--- config.mk ---
export PLATFORM = sky130hd
export DESIGN_NAME = sccb_init_sequencer
export DESIGN_NICKNAME = d
export VERILOG_FILES = /design/src/rtl/sccb_init_sequencer.sv
export SDC_FILE = /design/constraint.sdc
export NUM_CORES = 1
export LEC_CHECK = 0
export CAP_MARGIN = 20
export CELL_PAD_IN_SITES_DETAIL_PLACEMENT = 1
export CELL_PAD_IN_SITES_GLOBAL_PLACEMENT = 1
export CORE_ASPECT_RATIO = 0.5
export CORE_MARGIN = 2
export CORE_UTILIZATION = 40
export DETAILED_ROUTE_END_ITERATION = 12
export GPL_ROUTABILITY_DRIVEN = 0
export PLACE_DENSITY_LB_ADDON = 0.1
export SLEW_MARGIN = 30
export SYNTH_ARGS = -nofsm -noshare
export SYNTH_HDL_FRONTEND = slang
export SYNTH_SLANG_ARGS = --single-unit
--- constraint.sdc ---
create_clock -name clk -period 3.64 [get_ports clk]
set_input_delay 0.91 -clock clk [delete_from_list [all_inputs] [get_ports clk]]
set_output_delay 0.91 -clock clk [all_outputs]
set_load 0.01 [all_outputs]
--- src/rtl/sccb_init_sequencer.sv ---
// SCCB register-init sequencer: walks a ROM table, issues writes,
// inserts ms delays and retries NACKed writes.
module sccb_init_sequencer #(
    parameter int AW        = 8,
    parameter int MS_CYCLES = 24000,
    parameter int MAX_RETRY = 3
) (
    input  logic          clk,
    input  logic          reset_n,
    input  logic          start,
    output logic          done,
    output logic          error,
    output logic [AW-1:0] rom_addr,
    input  logic [15:0]   rom_data,
    output logic          wr_req,
    output logic [7:0]    wr_reg,
    output logic [7:0]    wr_data,
    input  logic          wr_ack,
    input  logic          wr_nack,
    output logic [AW-1:0] entry_cnt
);

    localparam int PW = (MS_CYCLES > 1) ? $clog2(MS_CYCLES) : 1;
    localparam int RW = $clog2(MAX_RETRY + 1);

    typedef enum logic [2:0] {
        S_IDLE, S_FETCH, S_DECODE, S_WRITE, S_GAP, S_DELAY, S_DONE
    } state_t;

    state_t          r_state, w_state;
    logic            r_done, w_done;
    logic            r_error, w_error;
    logic            r_wr_req, w_wr_req;
    logic [7:0]      r_wr_reg, w_wr_reg;
    logic [7:0]      r_wr_data, w_wr_data;
    logic [AW-1:0]   r_rom_addr, w_rom_addr;
    logic [AW-1:0]   r_entry_cnt, w_entry_cnt;
    logic [RW-1:0]   r_retry, w_retry;
    logic [PW-1:0]   r_pre, w_pre;
    logic [7:0]      r_ms, w_ms;

    logic w_go_idle, w_adv, w_fin, w_fin_err;
    logic w_end, w_dly, w_last;
    logic [RW-1:0] w_retry_inc;

    assign w_end       = (rom_data == 16'hFFFF);
    assign w_dly       = (rom_data[15:8] == 8'hFE);
    assign w_last      = (r_rom_addr == {AW{1'b1}});
    assign w_retry_inc = r_retry + 1'b1;

    always_comb begin
        w_state     = r_state;
        w_done      = r_done;
        w_error     = r_error;
        w_wr_req    = r_wr_req;
        w_wr_reg    = r_wr_reg;
        w_wr_data   = r_wr_data;
        w_rom_addr  = r_rom_addr;
        w_entry_cnt = r_entry_cnt;
        w_retry     = r_retry;
        w_pre       = r_pre;
        w_ms        = r_ms;
        w_go_idle   = 1'b0;
        w_adv       = 1'b0;
        w_fin       = 1'b0;
        w_fin_err   = 1'b0;

        unique case (r_state)
            S_IDLE: begin
                if (start) begin
                    w_state     = S_FETCH;
                    w_rom_addr  = '0;
                    w_entry_cnt = '0;
                    w_retry     = '0;
                end
            end
            S_FETCH: begin
                if (!start) w_go_idle = 1'b1;
                else        w_state   = S_DECODE;
            end
            S_DECODE: begin
                if (!start) begin
                    w_go_idle = 1'b1;
                end else begin
                    unique case (1'b1)
                        w_end: w_fin = 1'b1;
                        w_dly: begin
                            if (rom_data[7:0] == 8'd0) begin
                                w_adv = 1'b1;
                            end else begin
                                w_state = S_DELAY;
                                w_ms    = rom_data[7:0];
                                w_pre   = '0;
                            end
                        end
                        default: begin
                            w_wr_reg  = rom_data[15:8];
                            w_wr_data = rom_data[7:0];
                            w_wr_req  = 1'b1;
                            w_state   = S_WRITE;
                        end
                    endcase
                end
            end
            S_WRITE: begin
                // Simultaneous ack and nack counts as a failed write.
                if (wr_nack) begin
                    w_wr_req = 1'b0;
                    w_retry  = w_retry_inc;
                    if (!start) begin
                        w_go_idle = 1'b1;
                    end else if (int'(w_retry_inc) < MAX_RETRY) begin
                        w_state = S_GAP;
                    end else begin
                        w_fin     = 1'b1;
                        w_fin_err = 1'b1;
                    end
                end else if (wr_ack) begin
                    w_wr_req    = 1'b0;
                    w_entry_cnt = r_entry_cnt + 1'b1;
                    w_retry     = '0;
                    if (!start) w_go_idle = 1'b1;
                    else        w_adv     = 1'b1;
                end
            end
            S_GAP: begin
                if (!start) begin
                    w_go_idle = 1'b1;
                end else begin
                    w_wr_req = 1'b1;
                    w_state  = S_WRITE;
                end
            end
            S_DELAY: begin
                if (!start) begin
                    w_go_idle = 1'b1;
                end else if (r_pre == PW'(MS_CYCLES - 1)) begin
                    w_pre = '0;
                    if (r_ms == 8'd1) w_adv = 1'b1;
                    else              w_ms  = r_ms - 8'd1;
                end else begin
                    w_pre = r_pre + 1'b1;
                end
            end
            S_DONE: begin
                if (!start) w_go_idle = 1'b1;
            end
            default: w_go_idle = 1'b1;
        endcase

        // A table without an end marker stops at the last address.
        if (w_adv) begin
            if (w_last) begin
                w_fin = 1'b1;
            end else begin
                w_rom_addr = r_rom_addr + 1'b1;
                w_state    = S_FETCH;
            end
        end

        if (w_fin) begin
            w_state = S_DONE;
            w_done  = 1'b1;
            w_error = w_fin_err;
        end

        if (w_go_idle) begin
            w_state     = S_IDLE;
            w_done      = 1'b0;
            w_error     = 1'b0;
            w_wr_req    = 1'b0;
            w_wr_reg    = '0;
            w_wr_data   = '0;
            w_rom_addr  = '0;
            w_entry_cnt = '0;
            w_retry     = '0;
            w_pre       = '0;
            w_ms        = '0;
        end
    end

    always_ff @(posedge clk or negedge reset_n) begin
        if (!reset_n) begin
            r_state     <= S_IDLE;
            r_done      <= 1'b0;
            r_error     <= 1'b0;
            r_wr_req    <= 1'b0;
            r_wr_reg    <= '0;
            r_wr_data   <= '0;
            r_rom_addr  <= '0;
            r_entry_cnt <= '0;
            r_retry     <= '0;
            r_pre       <= '0;
            r_ms        <= '0;
        end else begin
            r_state     <= w_state;
            r_done      <= w_done;
            r_error     <= w_error;
            r_wr_req    <= w_wr_req;
            r_wr_reg    <= w_wr_reg;
            r_wr_data   <= w_wr_data;
            r_rom_addr  <= w_rom_addr;
            r_entry_cnt <= w_entry_cnt;
            r_retry     <= w_retry;
            r_pre       <= w_pre;
            r_ms        <= w_ms;
        end
    end

    assign done      = r_done;
    assign error     = r_error;
    assign wr_req    = r_wr_req;
    assign wr_reg    = r_wr_reg;
    assign wr_data   = r_wr_data;
    assign rom_addr  = r_rom_addr;
    assign entry_cnt = r_entry_cnt;

endmodule
==> results.md, run 1 <==
- Status: finished clean
- Worst slew pin tran: 0.8396 ns
- Iter 0 DRT Violations: 199
- Non-filler cells in the finished layout: 619
- Syn Area/Cell: 8.297 sq um
- Post-Route WL: 10,740 microns
- Detailed-route via count: 3,594
- DR WL/cell: 17.35 microns
- Dominant cell type by area after synthesis: dfrtp_1
- Post-Synth Adder-Cell Area: 0.02061
- Async SR Flop Fraction: 1.000
- CP max FO: 10
- Largest family of logic cells by synthesized area: simple AND/OR/NAND/NOR gates
- Multiplexer area fraction after synthesis: 0.01374
- Complex-gate fraction of the synthesized area: 0.2044
- Final slew viol count: 0
- Die H: 71.48 microns
- Diode count: 0
- Max Clock Skew: 0.005892 ns
- Setup Viol. Count Final: 0
- Initial antenna violation count: 0
- Fin worst setup slack: 0.4785 ns
- Worst rel slew slack: 0.4258
- Fin nets: 524
- Largest register FFs: 15
- Htree depth: 3
- Root Buffer: clkbuf_16
- Starting Density: 0.4154
- Setup_tns: 0 ns
- CTS clk-pin slew, worst paths: 0.05 ns
- Worst EP required: 3.89 ns
- Worst setup SP type: input port
- I/O pins: 56
- Largest net degree at the start of global routing: 64
- Setup crit end kind: register
- Simple-Gate Fraction of Synth Area: 0.2834
- Final hold vios: 0
- CTS resizes: 0
- Post-CTS Setup Repair Bufs: 0
- Comb pwr share: 0.348
- HPWL after DPL: 7723 microns
- Max cap viols: 0
- Synth unique cells: 56
- Total track usage: 0.2311
- Mapped Area: 3642 sq um
- P&R area growth vs syn: 27.52%
- Num rows: 24
- Clk sinks: 63
- Syn nets: 466
- Dominant synthesized flop cell: dfrtp_1
- Leakage Power: 1.980 nW
- Internal Power: 1.792 mW
- Min cycle time layout: 3.161 ns
- Gate count after technology mapping: 439
- RSZ-0062 raised after global routing: false
- Pre-CTS WS: 0.2818 ns
- Core ar.: 8768 sq um
- Fill cells: 1,075
- Arr. time, crit path: 3.41 ns
- CTS Buf Count: 9
- VDD IR-drop max: 375.0 uV
- Fraction of layout cells with a size suffix above 1: 0.07171
- Routed Antenna Nets: 0
- Synth warn: 0
- Critical path class: in2reg
- Most flops, register: r_pre
- Sw frac: 0.3619
- Number of global-route vias before repair: 3,572
- Top cell type's share of synthesized area: 0.4328
- DRC viols: 0
- Post-Place Cells: 603
- CTS Buffer Depth: 2
- Hold Crit Class: reg2reg
- Worst-Skew Late Latency: 0.33 ns
- Chip width: 139.0 microns
- Number of flops mapped to enable cells by yosys: 0
- DR pass1 iterations: 4
- P_sw: 1.016 mW
- Hold-fix buffers, CTS: 0
- FMAX: 0.3163 GHz
- Vias per cell: 5.806
- Seq pwr share: 0.346
- Seq cells post-synth: 63
- Power Density: 604.6 nW/um^2
- Clock group share of total power: 0.306
- Most frequent cells in the layout: nand2_1 (74), dfrtp_1 (63), clkdlybuf4s50_1 (54)
- Post-synthesis xor/xnor area fraction: 0.009619
- First-pass GRT wire length: 18,330 microns
- Grt total ovfl: 0
- CTS tree: built
- # port buffers: 55
- Period Utilization, post-route: 0.8685
- Die Area: 9931 sq um
- Synth area leaders: dfrtp_1 (43%), nand2_1 (7.6%), o21ai_0 (6.3%), nand3_1 (4.8%), a21oi_1 (4.5%)
- Final Power: 2.808 mW
- Sequential-to-total area share from yosys stat: 0.4328
- Commonest non-fill, non-tap cell in the layout: nand2_1
==> synthesized netlist by cell type, types with 6 or more instances <==
cell / count
nand2_1: 74
ha_1: 6
a21oi_1: 33
nand3_1: 35
nand2b_1: 11
and3_1: 9
clkbuf_1: 16
inv_1: 10
o31ai_1: 6
dfrtp_1: 63
nor3_1: 10
o21ai_0: 46
nor2_1: 30
nor4_1: 8
==> cell families (layout without fill, tap and decap cells) <==
family,count (synthesis),after routing
and+or+nand+nor,208,208
muxes,5,5
adders and majority gates,6,6
AOI/OAI and AO/OA,123,123
buffers and inverters,30,93
DFF,63,63
xor gates and xnor gates,4,4
==> layout make-up <==
cell class	instances	area, sq um	share of cell area
inverters	10	37.54	0.008082
well taps	117	146.4	0.03152
multi-input cells	346	1937	0.4170
clock inverters	6	60.06	0.01293
clock buffers	10	239.0	0.05145
flip-flops and latches	63	1577	0.3394
repair buffers	67	648.1	0.1395
==> critical path: stages <==
cell and delay (ns):
clkdlybuf4s50_1 0.47, nor4_1 0.54, buf_4 0.21, and2_1 0.15, a31oi_1 0.14, o31a_1 0.47, nor3_1 0.29, mux2i_1 0.23
==> metal layers <==
metal  routed length, microns  track usage  up-vias
met4                       92      0.05387        0
li1                         -            -     1717
met1                     5286       0.3241     1791
met5                        0            0        -
met2                     4883       0.3722       79
met3                      474      0.05013        7
==> stage by stage <==
stage	utilization	hold WS (ns)	area (sq um)
after floorplan	-	0.4526	3642
after global placement	0.4956	0.4682	4345
after detailed placement	0.4956	0.4844	4345
after CTS	0.5297	0.4965	4644
after global routing	0.5297	0.5232	4644
final	0.5297	0.4918	4644
==> power by group through the flow <==
| stage | registers, mW | clock network, mW | logic, mW |
|---|---|---|---|
| 6_report | 0.972 | 0.858 | 0.978 |
| 5_1_grt | 0.997 | 0.908 | 1.08 |
| 4_1_cts | 0.970 | 0.878 | 0.987 |
| 3_5_place_dp | 0.982 | 0 | 0.971 |
| 3_3_place_gp | 0.979 | 0 | 0.959 |
| 2_1_floorplan | 0.958 | 0 | 0.549 |
==> path summary, 6_finish.rpt <==
path / from / endpoint / slack [ns] / cells past startpoint
setup / recovery: rom_data[4] / rom_addr[7]$_DFF_PN0_ / 0.48 / 8
hold / removal: r_retry[0]$_DFFE_PN0P_ / r_retry[0]$_DFFE_PN0P_ / 0.49 / 1
setup reg to reg: r_pre[6]$_DFFE_PN0P_ / rom_addr[7]$_DFF_PN0_ / 0.73 / 6
hold reg to reg: r_retry[0]$_DFFE_PN0P_ / r_retry[0]$_DFFE_PN0P_ / 0.49 / 1
max in group asynchronous: reset_n / r_pre[1]$_DFFE_PN0P_ / 2.35 / 2
min in group asynchronous: reset_n / rom_addr[4]$_DFF_PN0_ / 0.76 / 2
Note: power is estimated with default switching activity, not from simulation.
==> inputs of run 2 (changes only) <==
PLACE_DENSITY = 0.77   (was unset)
PLACE_DENSITY_LB_ADDON = unset   (was 0.1)
==> results.md, run 2 (same netlist as run 1, synthesis figures left out) <==
- Fraction of layout cells with a size suffix above 1: 0.06786
- Initial antenna violation count: 0
- DR pass1 iterations: 4
- Min cycle time layout: 3.012 ns
- Status: finished clean
- Commonest non-fill, non-tap cell in the layout: nand2_1
- DRC viols: 0
- DR WL/cell: 17.56 microns
- Clock group share of total power: 0.280
- Setup Viol. Count Final: 0
- CP Buf/Inv Count: 1
- Diode count: 0
- Worst rel slew slack: 0.3777
- P&R area growth vs syn: 26.31%
- Power Density: 588.6 nW/um^2
- Setup_tns: 0 ns
- Pre-CTS WS: 0.3625 ns
- CP max FO: 10
- I/O pins: 56
- HPWL after DPL: 7900 microns
- P_sw: 0.9995 mW
- Htree depth: 3
- Fin nets: 526
- Slowest CP cell: nor4_1
- Seq pwr share: 0.359
- Die H: 71.48 microns
- Setup crit end kind: register
- Arr. time, crit path: 3.21 ns
- Largest net degree at the start of global routing: 27
- CTS Buf Count: 9
- CTS resizes: 0
- Final Power: 2.708 mW
- CTS Buffer Depth: 2
- Non-filler cells in the finished layout: 618
- FMAX: 0.3320 GHz
- Hold-fix buffers, CTS: 0
- Clk sinks: 63
- Post-Route WL: 10,850 microns
- Hold_ws: 0.4918 ns
- Post-Place Cells: 605
- Critical-path cell list: clkdlybuf4s50_1 -> nor4_1 -> and2_1 -> a31oi_1 -> o31a_1 -> o311ai_1 -> o41ai_1
- Grt total ovfl: 0
- Period Utilization, post-route: 0.8275
- Routed Antenna Nets: 0
- Worst setup SP type: input port
- CTS clk-pin slew, worst paths: 0.05 ns
- Vias per cell: 5.778
- Worst slew pin tran: 0.9099 ns
- Total track usage: 0.2351
- Critical path class: in2reg
- Hold Crit Class: reg2reg
- Fill cells: 1,075
- Design Area, Final: 4601 sq um
- Num rows: 24
- Final Util: 0.5247
- Max Clock Skew: 0.005023 ns
- Fin worst setup slack: 0.6280 ns
- Root Buffer: clkbuf_16
- CTS tree: built
- Final hold vios: 0
- Die Area: 9931 sq um
- Sw frac: 0.3691
- Starting Density: 0.4154
- Final slew viol count: 0
- First-pass GRT wire length: 18,650 microns
- Internal Power: 1.708 mW
- DP Area: 4348 sq um
- # port buffers: 55
- Post-CTS Setup Repair Bufs: 0
- Most flops, register: r_pre
- Iter 0 DRT Violations: 215
- CP max stage delay: 0.49 ns
- Chip width: 139.0 microns
- RSZ-0062 raised after global routing: false
- Most frequent cells in the layout: nand2_1 (74), dfrtp_1 (63), clkdlybuf4s50_1 (54)
- Number of global-route vias before repair: 3,647
- Comb pwr share: 0.361
- Core ar.: 8768 sq um
- Leakage Power: 1.966 nW
- Family with the most delay on the worst path: compound AO/OA/AOI/OAI gates
- Largest register FFs: 15
- Max cap viols: 0
- Worst-Skew Late Latency: 0.33 ns
- Worst EP required: 3.84 ns
- Detailed-route via count: 3,571
- VDD IR-drop max: 366.0 uV
run 2: final timing paths:
path                                         from                      to  slack (ns)  depth (start not counted)
min                        wr_data[4]$_DFFE_PN0P_  wr_data[4]$_DFFE_PN0P_        0.49                          2
max in group asynchronous                 reset_n   rom_addr[5]$_DFF_PN0_        2.33                          2
min reg2reg                wr_data[4]$_DFFE_PN0P_  wr_data[4]$_DFFE_PN0P_        0.49                          2
max reg2reg                  r_pre[6]$_DFFE_PN0P_   rom_addr[3]$_DFF_PN0_        0.68                          6
max                                   rom_data[1]   rom_addr[3]$_DFF_PN0_        0.63                          7
min in group asynchronous                 reset_n  wr_data[3]$_DFFE_PN0P_        0.54                          1
run 2: per-layer routing:
metal,vias up,track usage,wire length (microns)
met5,-,0,0
met4,0,0.05387,63
met3,6,0.05882,439
met2,64,0.3662,4834
met1,1786,0.3350,5515
li1,1715,-,-
run 2: cell type report:
| type | count | area, sq um | area share |
|---|---|---|---|
| flip-flops and latches | 63 | 1577 | 0.3427 |
| well taps | 117 | 146.4 | 0.03182 |
| clock buffers | 11 | 242.7 | 0.05276 |
| repair buffers | 69 | 650.6 | 0.1414 |
| clock inverters | 2 | 10.01 | 0.002176 |
| inverters | 10 | 37.54 | 0.008159 |
| multi-input cells | 346 | 1937 | 0.4210 |
run 2: power by group through the flow:
| stage | clock, mW | sequential (mW) | combinational, mW |
|---|---|---|---|
| global placement | 0 | 0.977 | 0.955 |
| CTS | 0.773 | 0.972 | 0.982 |
| finish | 0.757 | 0.973 | 0.978 |
| detailed placement | 0 | 0.981 | 0.975 |
| global route | 0.796 | 0.995 | 1.10 |
| floorplan | 0 | 0.958 | 0.549 |
run 2: worst register-to-register path, cell delays in order (launching register included):
cell and delay [ns]:
dfrtp_1 0.43, or4b_1 0.54, or4_1 0.65, nor2b_4 0.23, o31a_1 0.47, o311ai_1 0.39
o41ai_1 0.13
==> inputs of run 3 (changes only) <==
CORE_UTILIZATION = 36   (was 40)
PLACE_DENSITY = 0.73   (was 0.77)
clock period = 2.5 ns   (was 3.64 ns; I/O delays follow)
==> results.md, run 3 (same netlist as run 1, synthesis figures left out) <==
- Status: complete, but fails checks
- Failing checks: negative setup slack
- Max Clock Skew: 0.007371 ns
- Setup_tns: -0.006788 ns
- HPWL after DPL: 8607 microns
- Worst rel slew slack: 0.5885
- RR Startpoint: r_pre[6]$_DFFE_PN0P_
- CTS Buf Count: 9
- Number of global-route vias before repair: 3,922
- Final slew viol count: 0
- Min cycle time layout: 2.507 ns
- # port buffers: 55
- Routed Antenna Nets: 0
- Htree depth: 3
- CTS clk-pin slew, worst paths: 0.06 ns
- Most frequent cells in the layout: nand2_1 (74), dfrtp_1 (63), buf_4 (59)
- Fin worst setup slack: -0.006788 ns
- Period Utilization, post-route: 1.003
- CTS Buffer Depth: 2
- DR pass1 iterations: 4
- Largest register FFs: 15
- Worst setup SP type: register
- Largest net degree at the start of global routing: 64
- Initial antenna violation count: 0
- Num rows: 25
- Starting Density: 0.3781
- DRC viols: 0
- Family with the most delay on the worst path: simple AND/OR/NAND/NOR gates
- Hold Crit Class: in2async
- Setup Viol. Count Final: 1
- CP Buf/Inv Count: 0
- Fin nets: 574
- Core ar.: 9634 sq um
- Power Density: 855.5 nW/um^2
- Hold-fix buffers, CTS: 0
- Chip width: 146.3 microns
- Worst slew pin tran: 0.6115 ns
- Worst EP required: 2.75 ns
- Diode count: 0
- Fraction of layout cells with a size suffix above 1: 0.1721
- Leakage Power: 2.238 nW
- Slowest CP cell: or4b_1
- Most flops, register: r_pre
- Final hold vios: 0
- Final Util: 0.5335
- Vias per cell: 5.517
- Grt total ovfl: 0
- Area of the multi-input gates: 2014 sq um
- CP max FO: 8
- Die H: 75.13 microns
- Fill cells: 1,184
- Total track usage: 0.2304
- Die Area: 10,990 sq um
- Clk sinks: 63
- Critical path class: reg2reg
- Post-CTS Setup Repair Bufs: 0
- First-pass GRT wire length: 19,760 microns
- Storage element area: 1577 sq um
- Root Buffer: clkbuf_16
- RSZ-0062 raised after global routing: true
- Setup crit end kind: register
- Arr. time, crit path: 2.76 ns
- DR WL/cell: 17.73 microns
- Worst-Skew Late Latency: 0.34 ns
- Final Power: 4.397 mW
- Post-Route WL: 12,180 microns
- Commonest non-fill, non-tap cell in the layout: nand2_1
- Critical path startpoint: r_pre[6]$_DFFE_PN0P_
- Max cap viols: 0
- Critical-path cell list: or4b_1 -> or4_1 -> nor2b_4 -> o31a_4 -> nor3_2 -> mux2i_1
- CTS tree: built
- Iter 0 DRT Violations: 191
- Detailed-route via count: 3,790
- VDD IR-drop max: 411.5 uV
- P&R area growth vs syn: 41.12%
- CP max stage delay: 0.53 ns
- FMAX: 0.3989 GHz
- I/O pins: 56
-- run 3: cell types whose count changed in the layout (fill, tap and decap cells not counted), sizes merged --
cell / previous run / this run
buf: 15 / 62
bufinv: 0 / 2
clkinvlp: 0 / 2
clkbuf: 11 / 10
o31a: 2 / 3
-- run 3: through the flow --
step	hold slack (ns)	worst slack (ns)	instances	area, sq um
5_1_grt	0.3285	-0.04481	687	5140
6_report	0.2914	-0.006788	687	5140
3_5_place_dp	0.4880	-0.5192	670	4758
2_1_floorplan	0.3294	-0.003464	439	3659
4_1_cts	0.3147	0.004005	686	5087
3_3_place_gp	0.4730	-0.4101	670	4758
-- run 3: metal layers --
metal	track usage	routed length [microns]	vias to the layer above	share of wire
met3	0.04788	557	11	0.046
met4	0.07120	121	0	0.0099
met1	0.2987	5721	1880	0.47
met5	0	0	-	0
li1	-	-	1820	-
met2	0.3994	5782	79	0.47
-- run 3: final timing paths --
kind	end	slack, ns	cells past startpoint
max in group asynchronous	entry_cnt[5]$_DFFE_PN0P_	1.90	2
max reg2reg	rom_addr[7]$_DFF_PN0_	-0.007	6
min in group clk	r_retry[0]$_DFFE_PN0P_	0.49	1
min	wr_data[6]$_DFFE_PN0P_	0.29	2
min reg2reg	r_retry[0]$_DFFE_PN0P_	0.49	1
max	rom_addr[7]$_DFF_PN0_	-0.007	6
-- run 3: timing repair --
item	CTS	global route
setup endpoints to repair	10	19
resized for setup	3	10
gates cloned	0	1
pin swaps	0	1
-- run 3: layout make-up --
| cell class | instances | area share |
|---|---|---|
| Inverter | 10 | 0.007303 |
| Multi-Input combinational cell | 347 | 0.3919 |
| Clock inverter | 6 | 0.01655 |
| Tap cell | 135 | 0.03286 |
| Clock buffer | 10 | 0.04455 |
| Sequential cell | 63 | 0.3067 |
| Timing Repair Buffer | 116 | 0.2001 |
-- run 3: report_power, final --
| group | internal, mW | total, mW | switching (mW) |
|---|---|---|---|
| registers | 1.21 | 1.37 | 0.164 |
| clock network | 0.869 | 1.33 | 0.466 |
| logic | 0.753 | 1.69 | 0.940 |
